--- src/rtl/instr_sequencer_if.sv ---
`default_nettype none
// ============================================================================
// Module      : instr_sequencer_if
// Description : Bundle of fetch, data-memory and datapath-control signals
//               between the instruction sequencer and its environment.
// Revision    : 1.0 - initial release
// ============================================================================
interface instr_sequencer_if;
  // Instruction fetch port
  logic        imem_req;
  logic        imem_ack;
  logic [15:0] imem_rdata;
  logic [7:0]  pc;
  // Data memory handshake
  logic        dmem_req;
  logic        dmem_we;
  logic        dmem_ack;
  // Datapath status inputs
  logic        zero;
  logic [7:0]  a_bus;
  // Datapath control word
  logic [2:0]  DA;
  logic [2:0]  AA;
  logic [2:0]  BA;
  logic [5:0]  IM;
  logic        CS;
  logic        MB;
  logic [2:0]  FS;
  logic        MD;
  logic        RW;
  // Status
  logic        halted;
  logic        illegal;

  // Sequencer side
  modport master (
    output imem_req, pc, dmem_req, dmem_we,
    output DA, AA, BA, IM, CS, MB, FS, MD, RW, halted, illegal,
    input  imem_ack, imem_rdata, dmem_ack, zero, a_bus
  );

  // Memory / datapath side
  modport slave (
    input  imem_req, pc, dmem_req, dmem_we,
    input  DA, AA, BA, IM, CS, MB, FS, MD, RW, halted, illegal,
    output imem_ack, imem_rdata, dmem_ack, zero, a_bus
  );
endinterface
`default_nettype wire

--- src/rtl/instr_sequencer.sv ---
`default_nettype none
// ============================================================================
// Module      : instr_sequencer
// Description : Multicycle fetch/decode/execute control sequencer for the
//               8-bit RISC core. Owns the PC and IR, drives the datapath
//               control word and sequences memory handshakes and branches.
// Revision    : 1.0 - initial release
// ============================================================================
module instr_sequencer #(
  parameter logic [7:0] RESET_PC = 8'h00
) (
  input  logic               clk,
  input  logic               reset_n,
  instr_sequencer_if.master  bus
);

  typedef enum logic [2:0] {
    ST_RST    = 3'd0,
    ST_FETCH  = 3'd1,
    ST_DECODE = 3'd2,
    ST_EXEC   = 3'd3,
    ST_MEM    = 3'd4,
    ST_HALT   = 3'd5
  } state_t;

  localparam logic [3:0] c_OP_NOP  = 4'h0;
  localparam logic [3:0] c_OP_ADD  = 4'h1;
  localparam logic [3:0] c_OP_SUB  = 4'h2;
  localparam logic [3:0] c_OP_AND  = 4'h3;
  localparam logic [3:0] c_OP_OR   = 4'h4;
  localparam logic [3:0] c_OP_ADDI = 4'h5;
  localparam logic [3:0] c_OP_ANDI = 4'h6;
  localparam logic [3:0] c_OP_LD   = 4'h7;
  localparam logic [3:0] c_OP_ST   = 4'h8;
  localparam logic [3:0] c_OP_BZ   = 4'h9;
  localparam logic [3:0] c_OP_JMP  = 4'hA;
  localparam logic [3:0] c_OP_HALT = 4'hF;

  localparam logic [2:0] c_FS_ADD  = 3'd0;
  localparam logic [2:0] c_FS_SUB  = 3'd1;
  localparam logic [2:0] c_FS_AND  = 3'd2;
  localparam logic [2:0] c_FS_OR   = 3'd3;
  localparam logic [2:0] c_FS_PASS = 3'd4;

  state_t      r_state;
  logic [15:0] r_ir;
  logic [7:0]  r_pc;
  logic        r_imem_req;
  logic        r_dmem_req;
  logic        r_dmem_we;
  logic        r_rw_exec;
  logic        r_halted;
  logic        r_illegal;

  logic [3:0]  w_op;
  logic        w_is_alu;
  logic        w_is_ld;
  logic        w_is_st;
  logic        w_is_bz;
  logic        w_is_jmp;
  logic        w_is_halt;
  logic        w_is_illegal;
  logic [7:0]  w_pc_inc;
  logic [7:0]  w_br_target;
  logic [2:0]  w_fs;

  assign w_op         = r_ir[15:12];
  assign w_is_alu     = (w_op >= c_OP_ADD) && (w_op <= c_OP_ANDI);
  assign w_is_ld      = (w_op == c_OP_LD);
  assign w_is_st      = (w_op == c_OP_ST);
  assign w_is_bz      = (w_op == c_OP_BZ);
  assign w_is_jmp     = (w_op == c_OP_JMP);
  assign w_is_halt    = (w_op == c_OP_HALT);
  assign w_is_illegal = (w_op > c_OP_JMP) && (w_op < c_OP_HALT);

  assign w_pc_inc     = r_pc + 8'd1;
  // Branch offset is relative to the already-incremented PC, wrapping mod 256
  assign w_br_target  = r_pc + {r_ir[5], r_ir[5], r_ir[5:0]};

  // Function select decode; memory and control-flow ops pass A through
  always_comb begin
    w_fs = c_FS_ADD;
    case (w_op)
      c_OP_ADD, c_OP_ADDI:              w_fs = c_FS_ADD;
      c_OP_SUB:                         w_fs = c_FS_SUB;
      c_OP_AND, c_OP_ANDI:              w_fs = c_FS_AND;
      c_OP_OR:                          w_fs = c_FS_OR;
      c_OP_LD, c_OP_ST, c_OP_BZ,
      c_OP_JMP:                         w_fs = c_FS_PASS;
      default:                          w_fs = c_FS_ADD;
    endcase
  end

  // Main sequencer: state, PC, IR and registered handshake/status outputs
  always_ff @(posedge clk or negedge reset_n) begin
    if (!reset_n) begin
      r_state    <= ST_RST;
      r_ir       <= 16'h0000;
      r_pc       <= RESET_PC;
      r_imem_req <= 1'b0;
      r_dmem_req <= 1'b0;
      r_dmem_we  <= 1'b0;
      r_rw_exec  <= 1'b0;
      r_halted   <= 1'b0;
      r_illegal  <= 1'b0;
    end else begin
      case (r_state)
        ST_RST: begin
          r_state    <= ST_FETCH;
          r_imem_req <= 1'b1;
        end
        ST_FETCH: begin
          if (bus.imem_ack) begin
            r_ir       <= bus.imem_rdata;
            r_pc       <= w_pc_inc;
            r_imem_req <= 1'b0;
            r_state    <= ST_DECODE;
          end
        end
        ST_DECODE: begin
          r_state   <= ST_EXEC;
          r_rw_exec <= w_is_alu;
          if (w_is_illegal) begin
            r_illegal <= 1'b1;
          end
        end
        ST_EXEC: begin
          r_rw_exec <= 1'b0;
          if (w_is_ld || w_is_st) begin
            r_state    <= ST_MEM;
            r_dmem_req <= 1'b1;
            r_dmem_we  <= w_is_st;
          end else if (w_is_halt) begin
            r_state  <= ST_HALT;
            r_halted <= 1'b1;
          end else begin
            if (w_is_bz && bus.zero) begin
              r_pc <= w_br_target;
            end else if (w_is_jmp) begin
              r_pc <= bus.a_bus;
            end
            r_state    <= ST_FETCH;
            r_imem_req <= 1'b1;
          end
        end
        ST_MEM: begin
          if (bus.dmem_ack) begin
            r_dmem_req <= 1'b0;
            r_dmem_we  <= 1'b0;
            r_imem_req <= 1'b1;
            r_state    <= ST_FETCH;
          end
        end
        ST_HALT: begin
          r_state <= ST_HALT;
        end
        default: begin
          r_state <= ST_RST;
        end
      endcase
    end
  end

  // Load write-back must coincide with the ack cycle, so that term is
  // qualified live by dmem_ack rather than registered
  assign bus.RW = r_rw_exec | ((r_state == ST_MEM) && w_is_ld && bus.dmem_ack);

  assign bus.imem_req = r_imem_req;
  assign bus.pc       = r_pc;
  assign bus.dmem_req = r_dmem_req;
  assign bus.dmem_we  = r_dmem_we;
  assign bus.halted   = r_halted;
  assign bus.illegal  = r_illegal;

  assign bus.DA = r_ir[11:9];
  assign bus.AA = r_ir[8:6];
  assign bus.BA = r_ir[2:0];
  assign bus.IM = r_ir[5:0];
  assign bus.CS = (w_op == c_OP_ADDI) || w_is_bz;
  assign bus.MB = (w_op == c_OP_ADDI) || (w_op == c_OP_ANDI);
  assign bus.FS = w_fs;
  assign bus.MD = w_is_ld;

endmodule
`default_nettype wire
--- src/flat_wrapper.sv ---
// flat-port wrapper written by rule: the top's interface ports become plain ports
module instr_sequencer_flat 
#(
  parameter logic [7:0] RESET_PC = 8'h00
)
  (clk, reset_n, bus_imem_req, bus_pc, bus_dmem_req, bus_dmem_we, bus_DA, bus_AA, bus_BA, bus_IM, bus_CS, bus_MB, bus_FS, bus_MD, bus_RW, bus_halted, bus_illegal, bus_imem_ack, bus_imem_rdata, bus_dmem_ack, bus_zero, bus_a_bus);
  instr_sequencer_if bus_i ();
  input  logic clk;
  input  logic reset_n;
  output wire logic [$bits(bus_i.imem_req)-1:0] bus_imem_req;
  output wire logic [$bits(bus_i.pc)-1:0] bus_pc;
  output wire logic [$bits(bus_i.dmem_req)-1:0] bus_dmem_req;
  output wire logic [$bits(bus_i.dmem_we)-1:0] bus_dmem_we;
  output wire logic [$bits(bus_i.DA)-1:0] bus_DA;
  output wire logic [$bits(bus_i.AA)-1:0] bus_AA;
  output wire logic [$bits(bus_i.BA)-1:0] bus_BA;
  output wire logic [$bits(bus_i.IM)-1:0] bus_IM;
  output wire logic [$bits(bus_i.CS)-1:0] bus_CS;
  output wire logic [$bits(bus_i.MB)-1:0] bus_MB;
  output wire logic [$bits(bus_i.FS)-1:0] bus_FS;
  output wire logic [$bits(bus_i.MD)-1:0] bus_MD;
  output wire logic [$bits(bus_i.RW)-1:0] bus_RW;
  output wire logic [$bits(bus_i.halted)-1:0] bus_halted;
  output wire logic [$bits(bus_i.illegal)-1:0] bus_illegal;
  input wire logic [$bits(bus_i.imem_ack)-1:0] bus_imem_ack;
  input wire logic [$bits(bus_i.imem_rdata)-1:0] bus_imem_rdata;
  input wire logic [$bits(bus_i.dmem_ack)-1:0] bus_dmem_ack;
  input wire logic [$bits(bus_i.zero)-1:0] bus_zero;
  input wire logic [$bits(bus_i.a_bus)-1:0] bus_a_bus;
  assign bus_imem_req = bus_i.imem_req;
  assign bus_pc = bus_i.pc;
  assign bus_dmem_req = bus_i.dmem_req;
  assign bus_dmem_we = bus_i.dmem_we;
  assign bus_DA = bus_i.DA;
  assign bus_AA = bus_i.AA;
  assign bus_BA = bus_i.BA;
  assign bus_IM = bus_i.IM;
  assign bus_CS = bus_i.CS;
  assign bus_MB = bus_i.MB;
  assign bus_FS = bus_i.FS;
  assign bus_MD = bus_i.MD;
  assign bus_RW = bus_i.RW;
  assign bus_halted = bus_i.halted;
  assign bus_illegal = bus_i.illegal;
  assign bus_i.imem_ack = bus_imem_ack;
  assign bus_i.imem_rdata = bus_imem_rdata;
  assign bus_i.dmem_ack = bus_dmem_ack;
  assign bus_i.zero = bus_zero;
  assign bus_i.a_bus = bus_a_bus;
  instr_sequencer #(.RESET_PC(RESET_PC)) u_core (.clk(clk), .reset_n(reset_n), .bus(bus_i));
endmodule
--- config.mk ---
export PLATFORM = sky130hd
export DESIGN_NAME = instr_sequencer_flat
export DESIGN_NICKNAME = d
export VERILOG_FILES = /design/src/rtl/instr_sequencer_if.sv /design/src/rtl/instr_sequencer.sv /design/src/flat_wrapper.sv
export SDC_FILE = /design/constraint.sdc
export NUM_CORES = 1
export LEC_CHECK = 0
export CORE_ASPECT_RATIO = 1.1
export CORE_UTILIZATION = 48
export CTS_CLUSTER_SIZE = 40
export DETAILED_ROUTE_END_ITERATION = 6
export PLACE_DENSITY = 0.93
export SYNTH_ARGS = -nofsm -noshare
export SYNTH_HDL_FRONTEND = slang
export SYNTH_SLANG_ARGS = --single-unit
--- constraint.sdc ---
create_clock -name clk -period 2.6 [get_ports clk]
set_input_delay 0.26 -clock clk [delete_from_list [all_inputs] [get_ports clk]]
set_output_delay 0.26 -clock clk [all_outputs]
set_load 0.1 [all_outputs]
==> impl_metrics.yaml <==
min_path:
  hold_class: "input port to asynchronous set/reset pin"
placement:
  pre_cts_ws_ns: 0.5251
  place_congestion: 0.8539
  io_buffers: 63
  dp_hpwl_um: 3849
cells_and_area:
  final_nets: 320
  final_core_util: 0.6414
  area_growth_pct: 26.41
  antenna_cells: 0
  register_area_um2: 827.0
  drive_above_1_share: 0.2721
  fillers: 361
  multi_input_area_um2: 1217
worst_setup_path:
  critPathCapture: "u_core.bus.pc[6]"
  worstSetupStartpoint: "u_core.bus.pc[0]"
  cp.arrival_ns: 2.30
  critPathKind: "register to register"
  r2r_setup_slack_ns: 0.49
  end_kind: "register"
  cp_max_fo: 7
  r2r_end: "u_core.bus.pc[6]"
  reg2reg_depth: 8
  cp.required_ns: 2.79
  r2r_start: "u_core.bus.pc[0]"
  critical_path.startpoint_type: "register"
die:
  die_h_um: 73.36
  die-area_um2: 4906
  io-pin-count: 64
  die_w_um: 66.88
  core_um2: 4379
  num_rows: 25
  start_util: 0.5074
logic_synthesis:
  synth_edf_count: 0
  synth_top_cells_by_count: "dfrtp_1 (33), mux2_2 (17), a21oi_1 (16), buf_4 (16), nor2_1 (15)"
  synth_warnings: 0
  avgSynthCellArea_um2: 9.496
  syn_nets: 272
  synth_flop_cell: "dfrtp_1"
  seq_area_frac_synth: 0.3716
  yosysMostFrequentCell: "dfrtp_1"
  synth_cells: 234
  syn_area_um2: 2222
  yosysTopAreaCell: "dfrtp_1"
  post-synth-top-area-fraction: 0.3716
  synth_top_cells_by_area: "dfrtp_1 (37%), mux2_2 (8.6%), buf_4 (5.4%)"
  ys_types: 52
  synth.ff_latch_count: 33
  ys_async_sr_fraction: 1.000
grt:
  grt_pass1_wl_um: 8342
  grt_pass1_vias: 1901
  antenna_found_initial: 0
  grt_overflow_total: 0
  grt_start_max_net_pins: 34
  grt_usage: 0.2243
clock_tree:
  cts.hold.buffers_added: 0
  numCtsBuffers: 5
  clockBufferDepth: 2
  postCtsSetupBuffers: 0
  clk_latency_ns: 0.28
  root_buffer: "clkbuf_8"
  htreeDepth: 2
  cts.clk_slew.worst_paths_ns: 0.07
  cts_tree: "yes"
  ctsResizeCount: 0
  clkSinkCount: 33
job:
  drv_cap: 0
detailed_routing:
  drt_iter0_markers: 77
  drcViolationCount: 0
  routed_via_density: 5.715
  postRouteAntennaNets: 0
  wl_um: 5052
  vias: 1926
  wl_per_cell_um: 14.99
  drtPass1Iterations: 4
sta:
  whs_ns: 0.3809
  setup_slack_ns: 0.4900
  min_period_ns: 2.110
  relSlewSlack: 0.7124
  fin_tns_setup_ns: 0
  fin_worst_skew_ns: 0.002989
  hold_violations: 0
  final-max-slew-violation-count: 0
  fmax_ghz: 0.4739
  grt_setup_unrepaired: "false"
  finalCritPeriodShare: 0.8115
  worstMarginPinSlew_ns: 0.4314
  setup_viol: 0
outcome:
  status: "completed"
-- per-stage QoR --
stage	cells	area [um^2]
floorplan	234	2231
global placement	329	2723
detailed placement	329	2723
CTS	337	2809
global route	337	2809
finish	337	2809
-- flip-flops by register name (all words and copies together) (netlist names) --
signal and count:
u_core.bus.imem_req 1, u_core.bus.halted 1, u_core.r_ir 16, u_core.bus.dmem_we 1, u_core.bus.illegal 1, u_core.r_state 3
u_core.bus.dmem_req 1, u_core.bus.pc 8, u_core.r_rw_exec 1
-- cell usage in the layout (no fill, tap or decap), types with 2 or more instances in the layout --
cell	n
buf_4	40
dfrtp_1	32
clkdlybuf4s50_1	28
mux2_2	17
a21oi_1	16
nor2_1	14
nand2_1	11
o21ai_0	10
a21o_1	9
inv_1	8
ha_1	8
a211oi_1	7
nand3_1	6
nand2b_1	6
nor3_1	6
clkbuf_8	5
xnor2_1	4
o21ai_1	4
mux2i_1	3
a31oi_1	3
and2b_1	2
nand3b_1	2
and3_1	2
or2_1	2
nor2b_1	2
or2_2	2
o22ai_1	2
xor2_1	2
clkinv_2	2
-- logic make-up after synthesis --
| kind of cell | share of synthesized area |
|---|---|
| compound gates | 0.1943 |
| xor+xnor | 0.02365 |
| fa+ha+maj | 0.05406 |
| buf+inv | 0.09066 |
| flops | 0.3716 |
| mux | 0.09966 |
| simple gates | 0.1661 |
-- final cells by class --
class / instances / share of cell area
multi-input combinational: 166 / 0.4334
sequential: 33 / 0.2944
timing repair buffer: 68 / 0.2067
clock buffer: 5 / 0.02450
tap: 54 / 0.02405
inverter: 8 / 0.01069
clock inverter: 3 / 0.006236
-- metal layers --
layer,up-vias,wire length (um),global-route usage
met5,-,0,0
met4,0,60,0.08274
met3,10,339,0.05590
met2,75,2583,0.3838
met1,914,2069,0.2693
li1,927,-,-
-- worst min-delay path by stage --
stage                             from                   to  slack (ns)  cells after the start
global placement    u_core.bus.illegal   u_core.bus.illegal        0.46                      1
finish                         reset_n       u_core.r_ir[4]        0.38                      2
detailed placement  u_core.bus.illegal   u_core.bus.illegal        0.46                      1
floorplan                      reset_n  u_core.bus.dmem_req       -0.04                      0
global route                   reset_n       u_core.r_ir[4]        0.42                      2
CTS                            reset_n      u_core.r_ir[13]        0.39                      2
-- critical path, stage by stage (launching register included) --
cell and delay, ns:
dfrtp_2 0.43, ha_1 0.21, inv_1 0.07, fa_1 0.40, nand2b_1 0.18, a21oi_1 0.20
o22ai_1 0.14, mux2i_1 0.14, a311oi_1 0.25
Power is not shown: default switching activity piles up to over one toggle a cycle in this logic, so the estimate is an artifact.
